**src/rtl/hw_config_pkg.sv**
```systemverilog
// Shared configuration for the instruction fetch path: widths, memory timing,
// instruction word type and fetch-state encoding.
package hw_config_pkg;

    localparam int INSTR_L              = 32;
    localparam int INSTR_MEM_ADDR_L     = 14;
    localparam int INSTR_MEM_RD_LATENCY = 1;

    typedef logic [INSTR_L-1:0] instr_t;

    typedef enum logic [1:0] {
        IDLE  = 2'd0,
        FETCH = 2'd1,
        DRAIN = 2'd2
    } fetch_state_e;

endpackage

```
**src/rtl/instr_prefetch_fifo.sv**
```systemverilog
// Synchronous show-ahead FIFO holding prefetched instructions; the head word is
// visible on rdata_o whenever empty_o is low. Storage is not reset.
module instr_prefetch_fifo #(
    parameter int WIDTH = 32,
    parameter int DEPTH = 4
) (
    input  logic                   clk_i,
    input  logic                   rst_i,
    input  logic                   flush_i,
    input  logic                   push_i,
    input  logic [WIDTH-1:0]       wdata_i,
    input  logic                   pop_i,
    output logic [WIDTH-1:0]       rdata_o,
    output logic                   empty_o,
    output logic [$clog2(DEPTH):0] count_o
);

    localparam int PTR_W = $clog2(DEPTH);
    localparam logic [PTR_W-1:0] PTR_ONE  = PTR_W'(1);
    localparam logic [PTR_W:0]   CNT_ONE  = (PTR_W+1)'(1);
    localparam logic [PTR_W:0]   CNT_FULL = (PTR_W+1)'(DEPTH);

    logic [WIDTH-1:0] mem_q [DEPTH];
    logic [PTR_W-1:0] wr_ptr_q, wr_ptr_d;
    logic [PTR_W-1:0] rd_ptr_q, rd_ptr_d;
    logic [PTR_W:0]   cnt_q, cnt_d;
    logic             do_push, do_pop;

    assign do_push = push_i && (cnt_q != CNT_FULL);
    assign do_pop  = pop_i && (cnt_q != '0);

    always_comb begin
        wr_ptr_d = wr_ptr_q;
        rd_ptr_d = rd_ptr_q;
        cnt_d    = cnt_q;
        if (do_push) wr_ptr_d = wr_ptr_q + PTR_ONE;
        if (do_pop)  rd_ptr_d = rd_ptr_q + PTR_ONE;
        if (do_push && !do_pop)      cnt_d = cnt_q + CNT_ONE;
        else if (!do_push && do_pop) cnt_d = cnt_q - CNT_ONE;
        // Flush wins over any push/pop in the same cycle.
        if (flush_i) begin
            wr_ptr_d = '0;
            rd_ptr_d = '0;
            cnt_d    = '0;
        end
    end

    always_ff @(posedge clk_i) begin
        if (rst_i) begin
            wr_ptr_q <= '0;
            rd_ptr_q <= '0;
            cnt_q    <= '0;
        end else begin
            wr_ptr_q <= wr_ptr_d;
            rd_ptr_q <= rd_ptr_d;
            cnt_q    <= cnt_d;
        end
    end

    always_ff @(posedge clk_i) begin
        if (do_push && !flush_i) mem_q[wr_ptr_q] <= wdata_i;
    end

    assign rdata_o = mem_q[rd_ptr_q];
    assign empty_o = (cnt_q == '0);
    assign count_o = cnt_q;

endmodule

```
**src/rtl/instr_fetch_unit.sv**
```systemverilog
// Instruction fetch unit: issues sequential instruction-memory reads for a
// start/count program and streams the returned words to decode through a prefetch FIFO.
module instr_fetch_unit #(
    parameter int INSTR_L          = hw_config_pkg::INSTR_L,
    parameter int INSTR_MEM_ADDR_L = hw_config_pkg::INSTR_MEM_ADDR_L,
    parameter int FIFO_DEPTH       = 4
) (
    input  logic                        clk,
    input  logic                        rst,
    input  logic                        start,
    input  logic [INSTR_MEM_ADDR_L-1:0] start_addr,
    input  logic [INSTR_MEM_ADDR_L:0]   n_instr,
    input  logic                        abort,
    output logic                        busy,
    output logic                        done,
    output logic                        mem_rd_en,
    output logic [INSTR_MEM_ADDR_L-1:0] mem_rd_addr,
    input  logic [INSTR_L-1:0]          mem_rd_data,
    output logic [INSTR_L-1:0]          instr_out,
    output logic                        instr_vld,
    input  logic                        instr_rdy
);

    import hw_config_pkg::*;

    localparam int LAT   = INSTR_MEM_RD_LATENCY;
    localparam int CNT_W = $clog2(FIFO_DEPTH) + 1;
    localparam logic [INSTR_MEM_ADDR_L-1:0] ADDR_ONE = INSTR_MEM_ADDR_L'(1);
    localparam logic [INSTR_MEM_ADDR_L:0]   NUM_ONE  = (INSTR_MEM_ADDR_L+1)'(1);

    fetch_state_e state_q, state_d;
    logic [INSTR_MEM_ADDR_L-1:0] addr_q, addr_d;
    logic [INSTR_MEM_ADDR_L:0]   rem_q, rem_d;    // reads still to issue
    logic [INSTR_MEM_ADDR_L:0]   left_q, left_d;  // handshakes still to see
    logic                        done_q, done_d;
    logic [LAT-1:0]              pipe_q, pipe_d;  // one bit per outstanding read
    logic [CNT_W-1:0]            fifo_cnt;
    logic                        fifo_empty;
    logic                        rd_en, hs, flush;
    int                          inflight;

    always_comb begin
        inflight = 0;
        for (int i = 0; i < LAT; i++) inflight += int'(pipe_q[i]);
    end

    assign hs = instr_vld && instr_rdy;

    always_comb begin
        state_d = state_q;
        addr_d  = addr_q;
        rem_d   = rem_q;
        left_d  = left_q;
        done_d  = 1'b0;
        flush   = 1'b0;
        rd_en   = (state_q == FETCH) && ((int'(fifo_cnt) + inflight) < FIFO_DEPTH);

        if (rd_en) begin
            addr_d = addr_q + ADDR_ONE;
            rem_d  = rem_q - NUM_ONE;
        end
        if (hs) left_d = left_q - NUM_ONE;

        unique case (state_q)
            IDLE: begin
                if (start) begin
                    if (n_instr == '0) begin
                        done_d = 1'b1;
                    end else begin
                        state_d = FETCH;
                        addr_d  = start_addr;
                        rem_d   = n_instr;
                        left_d  = n_instr;
                    end
                end
            end
            FETCH: begin
                if (rd_en && rem_q == NUM_ONE) state_d = DRAIN;
            end
            DRAIN: begin
                if (hs && left_q == NUM_ONE) begin
                    state_d = IDLE;
                    done_d  = 1'b1;
                end
            end
            default: state_d = IDLE;
        endcase

        // Abort overrides everything, including a same-cycle start.
        if (abort) begin
            state_d = IDLE;
            done_d  = 1'b0;
            flush   = 1'b1;
        end
    end

    always_comb begin
        pipe_d    = pipe_q;
        pipe_d[0] = rd_en;
        for (int i = 1; i < LAT; i++) pipe_d[i] = pipe_q[i-1];
    end

    always_ff @(posedge clk) begin
        if (rst) begin
            state_q <= IDLE;
            addr_q  <= '0;
            rem_q   <= '0;
            left_q  <= '0;
            done_q  <= 1'b0;
            pipe_q  <= '0;
        end else begin
            state_q <= state_d;
            addr_q  <= addr_d;
            rem_q   <= rem_d;
            left_q  <= left_d;
            done_q  <= done_d;
            pipe_q  <= flush ? '0 : pipe_d;
        end
    end

    instr_prefetch_fifo #(
        .WIDTH (INSTR_L),
        .DEPTH (FIFO_DEPTH)
    ) u_fifo (
        .clk_i   (clk),
        .rst_i   (rst),
        .flush_i (flush),
        .push_i  (pipe_q[LAT-1]),
        .wdata_i (mem_rd_data),
        .pop_i   (hs),
        .rdata_o (instr_out),
        .empty_o (fifo_empty),
        .count_o (fifo_cnt)
    );

    assign instr_vld   = !fifo_empty;
    assign busy        = (state_q != IDLE);
    assign done        = done_q;
    assign mem_rd_en   = rd_en;
    assign mem_rd_addr = addr_q;

endmodule

```
**config.mk**
```make
export PLATFORM = sky130hd
export DESIGN_NAME = instr_fetch_unit
export DESIGN_NICKNAME = d
export VERILOG_FILES = /design/src/rtl/hw_config_pkg.sv /design/src/rtl/instr_prefetch_fifo.sv /design/src/rtl/instr_fetch_unit.sv
export SDC_FILE = /design/constraint.sdc
export NUM_CORES = 1
export LEC_CHECK = 0
export ABC_AREA = 0
export BUFFER_PORTS_ARGS = -buffer_cell sky130_fd_sc_hd__clkbuf_2
export CAP_MARGIN = 20
export CORE_MARGIN = 2
export CORE_UTILIZATION = 61
export DETAILED_ROUTE_END_ITERATION = 7
export PLACE_DENSITY = 0.92
export SYNTH_ARGS = -nofsm -noshare
export SYNTH_HDL_FRONTEND = slang
export SYNTH_HIERARCHICAL = 1
export SYNTH_SLANG_ARGS = --single-unit
```
**constraint.sdc**
```tcl
create_clock -name clk -period 5.7 [get_ports clk]
set_clock_uncertainty 0.1 [all_clocks]
set_input_delay 1.14 -clock clk [delete_from_list [all_inputs] [get_ports clk]]
set_output_delay 1.14 -clock clk [all_outputs]
set_load 0.03 [all_outputs]
```
; Word-level counts from Yosys, hierarchy flattened
; Memories as Yosys holds them, arrays and structs flattened. A register that Yosys moved wholly into a read port is not among the register bits.
; Index checks and enable logic that the tools add are counted.
[totals]
register_bits = 55
ram_bits = 128
input_bits = 66
output_inout_bits = 50
elab_cells = 78
n_memories = 1
[memory_table]
columns = memory, depth, word_bits, rd, rd_clocked_by_memory_dff, wr, line
row1 = u_fifo.mem_q, 4, 32, 1, 1, 1, instr_prefetch_fifo.sv:23  ; logic [WIDTH-1:0] mem_q [DEPTH];
[classes]
add_sub_neg = 8
order_cmp = 1
eq_ne = 9
n_mux = 28
reduce_logical = 22
[ops]
columns = cell, n
row1 = 15-bit two-way mux, 8
row2 = 14-bit two-way mux, 4
row3 = 15-bit by 1-bit == test with 1-bit output (second input constant), 2
row4 = 15-bit by 1-bit subtractor with 15-bit output (second input constant), 2
row5 = 15-bit zero test, 1
row6 = 14-bit by 1-bit adder with 14-bit output (second input constant), 1
row7 = 2-bit two-way mux, 6
row8 = 1-bit logical AND, 9
row9 = 1-bit two-way mux, 6
row10 = 3-bit two-way mux, 2
row11 = 2-bit inequality test (second input constant), 3
row12 = 2-bit one-hot mux with 3 select lines, 1
row13 = 2-bit by 1-bit adder with 2-bit output (second input constant), 2
row14 = 3-bit by 1-bit adder with 4-bit output, 1
row15 = 1-bit zero test, 4
row16 = 4-bit by 3-bit < comparator with 1-bit output (second input constant), 1
row17 = 4-bit AND reduction, 1
row18 = 2-bit nonzero test, 2
row19 = 2-bit OR reduction, 2
row20 = 3-bit by 1-bit adder with 3-bit output (second input constant), 1
row21 = 3-bit zero test, 1
row22 = 3-bit inequality test (second input constant), 1
row23 = 3-bit nonzero test, 1
row24 = 3-bit by 1-bit subtractor with 3-bit output (second input constant), 1
row25 = 5 further kinds, 5

; Depth between registers and ports, before layout
[depth]
word_depth = 7
depth_mapped = 10

; Hierarchy
; Netlist, hierarchy kept.
[modules_own_cells]
columns = module, n_inst, cells_per_inst, area_each_um2
row1 = instr_prefetch_fifo, 1, 218, 5131.2
row2 = instr_fetch_unit, 1, 311, 2641.3

; Worst setup path after synthesis
; No wires, ideal clock.
[synth_path]
path_kind = input to register
startpoint = input abort
endpoint = memory u_fifo.mem_q[0][0], enable pin
t_arrival_ps = 3543
required_time_ps = 5132
path_slack_ps = 1589
cell_stages = 1
path_cell_list = nor3b_1
[synth_between]
elab_chain_cells = 5
[synth_rtl]
columns = element, line
row1 = from (decl), instr_fetch_unit.sv:13  ; input logic abort,
row2 = 1-bit two-way mux, instr_fetch_unit.sv:90  ; if (abort) begin
row3 = 1-bit zero test, instr_prefetch_fifo.sv:61  ; if (do_push && !flush_i) mem_q[wr_ptr_q] <= wdata_i;
row4 = 1-bit logical AND, instr_prefetch_fifo.sv:61
row5 = 1-bit two-way mux, instr_prefetch_fifo.sv:61
row6 = 1-bit two-way mux (implied by the code), instr_prefetch_fifo.sv:61
row7 = to (decl), instr_prefetch_fifo.sv:23
; Every way passes these cells.

==> flow_metrics.py <==
metrics = {
    "timing": {
        "rsz0062_at_grt": "no",
        "slew_headroom_pct": 30.6,
        "worst_pin_slew_ps": 1040,
        "final.min_clock_period_ps": 3470,
        "fmax_ghz": 0.288,
        "timing.final.crit_share_pct": 60.9,
        "slew_viol_final": 0,
        "fin_ws_ps": 2230,
        "hold_viol_final": 0,
        "tns_ps": 0,
        "finalSetupViolations": 0,
    },
    "pwr": {
        "power_density_mw_per_mm2": 306,
        "p_leak_nw": 3.08,
        "peakVddDrop_mv": 0.176,
    },
    "yosys": {
        "synth_fa_ha_area_share_pct": 1.87,
        "synthMuxAreaShare_pct": 9.40,
        "synth_compound_area_share_pct": 7.95,
        "yosys.area.top_type": "edfxtp_1",
        "seq_area_frac_synth_pct": 64.1,
        "syn-num-nets": 606,
        "dominantRegCellSynth": "edfxtp_1",
        "ys_ff_latch": 185,
        "synth_area_sq_mm": 0.00777,
        "synth_cell_type_count": 57,
        "synth-edff-count": 128,
        "syn-mean-instance-area_sq_um": 14.7,
        "yosys_warnings": 6,
        "synthSimpleGateAreaFrac_pct": 10.6,
        "synthArstFlopShare_pct": 0,
        "synth_top_family_by_area": "simple AND/OR/NAND/NOR gates",
        "netlist.area_leader.share_pct": 49.5,
        "synth-xor-area-share_pct": 3.04,
        "synthTopCellsByArea": "edfxtp_1, dfxtp_1, mux4_2",
        "syn_inst": 529,
    },
    "cells_and_area": {
        "syn_to_final_growth_pct": 16.0,
        "final_cell_mix": "edfxtp_1, clkbuf_2, dfxtp_1",
        "layout.nets": 720,
        "final_common_cell": "edfxtp_1",
        "insertedDiodeCount": 0,
        "layout-drive-gt1-share_pct": 30.6,
        "nFillCells": 821,
    },
    "floorplan": {
        "num_io_pins": 116,
        "core_sq_mm": 0.0125,
        "rows": 41,
        "start_util_pct": 62.1,
        "die_h_microns": 117,
        "die_x_microns": 117,
        "dieArea_sq_mm": 0.0137,
    },
    "detailed_routing": {
        "ant_nets": 0,
        "via_per_inst": 6.05,
        "routedWlPerCell_microns": 18.8,
        "drcViolationCount": 0,
        "vias": 5010,
        "wirelength_mm": 15.5,
        "dr.pass1.iters": 4,
        "drt_iter0_markers": 370,
    },
    "critical_path": {
        "startpoint_type": "flop",
        "endpoint_kind": "primary output",
        "criticalPathCategory": "reg -> out",
        "cp.required_ps": 4460,
        "worst_ep_arrival_time_ps": 2230,
        "cp_max_fo": 25,
    },
    "clock_tree": {
        "path_clk_slew_ps": 60,
        "cts_root_buf": "clkbuf_16",
        "cts.sinks": 185,
        "postCtsHoldBufs": 0,
        "cts.path.max_buffers": 2,
        "numCtsBuffers": 17,
        "htreeDepth": 4,
        "cts_tree": "built",
        "post_cts_buffers": 0,
        "cts_resized": 0,
        "insertion_delay_ps": 420,
    },
    "placement": {
        "dp_hpwl_mm": 10.5,
        "preCtsSetupSlack_ps": 2290,
        "port_buffers": 115,
        "gp_congestion": 0.909,
    },
    "global_route": {
        "grt_pass1_vias": 4951,
        "globalRouteTotalUtil_pct": 24.2,
        "antenna_found_initial": 0,
        "grt_pass1_wl_mm": 25.1,
        "overflow": 0,
        "grt_max_degree": 42,
    },
    "hold_path": {
        "hold_class": "reg -> reg",
    },
    "status": {
        "status": "finished, final reports clean",
    },
    "flow_run": {
        "maxCapViolations": 0,
    },
}
[synth_stat cells (all sizes together) (7+ instances only)]
cell type,number
xor2,14
inv,15
buf,13
nor3b,9
mux4,32
nor4,12
or3,11
nor2,12
xnor2,13
a21oi,26
or4,10
nand4,8
nand2,16
nor3,19
o21ai,13
a311oi,7
clkbuf,14
dfxtp,57
a31oi,11
edfxtp,128
o31ai,25
ha,10
nand3,12
[kinds of logic (layout without fill, tap and decap cells)]
| kind of cell | after synthesis | in the layout |
|---|---|---|
| adder cells (fa/ha/maj) | 11 | 11 |
| multiplexers | 33 | 33 |
| XOR/XNOR | 27 | 27 |
| flip-flops | 185 | 185 |
| AO/OA/AOI/OAI | 94 | 94 |
| buffers and inverters | 43 | 170 |
| AND/OR/NAND/NOR | 136 | 136 |
[flip-flops by register name (all words and copies together), names as in the netlist, named ones only]
| name | count |
|---|---|
| pipe_q | 1 |
| state_q | 2 |
| u_fifo/wr_ptr_q | 2 |
| rem_q | 15 |
| mem_rd_addr | 14 |
| u_fifo/count_o | 3 |
| left_q | 15 |
| done | 1 |
| u_fifo/mem_q | 128 |
| u_fifo/rd_ptr_q | 2 |
[worst max-delay path, cell delays in order (launching register included)]
cell,delay (ps)
dfxtp_2,510
buf_4,490
mux4_2,600
clkbuf_2,210
[final cells by class]
type | count | area, sq um | area share [%]
clock inverters | 13 | 120 | 1.33
flip-flops and latches | 185 | 4990 | 55.3
repair buffers | 122 | 628 | 6.97
clock buffers | 19 | 433 | 4.80
multi-input cells | 301 | 2570 | 28.6
well taps | 172 | 215 | 2.39
inverters | 16 | 60.1 | 0.666
[routing by layer]
layer | vias up | track usage, % | wire [microns]
met5 | - | 0 | 0
met4 | 0 | 7.76 | 291
met3 | 34 | 5.97 | 1190
met2 | 205 | 41.9 | 7880
met1 | 2415 | 30.1 | 6170
li1 | 2356 | - | -
[path summary, 6_finish.rpt]
check / start / end / slack, ps / depth (start not counted)
max: flop / instr_out[4] / 2230 / 3
min: rem_q[13] / rem_q[13] / 420 / 2
max reg2reg: u_fifo/count_o[0] / u_fifo/count_o[2] / 2790 / 9
min reg2reg: rem_q[13] / rem_q[13] / 420 / 2
[where the power goes]
| part | internal (mW) | total (mW) | switching, mW |
|---|---|---|---|
| Sequential | 1.46 | 1.50 | 0.0329 |
| Clock | 0.605 | 1.09 | 0.483 |
| Combinational | 0.0691 | 0.179 | 0.110 |
[metrics by stage]
step / power (mW) / instance area [sq um] / util (%) / hold WS [ps] / std cells
after global routing: 2.85 / 9020 / 72.0 / 453 / 828
after detailed placement: 1.70 / 8460 / 67.6 / 398 / 796
after global placement: 1.69 / 8460 / 67.6 / 375 / 796
after CTS: 2.77 / 9020 / 72.0 / 407 / 828
after floorplan: 1.63 / 7770 / - / 356 / 529
final: 2.76 / 9020 / 72.0 / 418 / 828
Note: power is estimated with default switching activity, not from simulation.
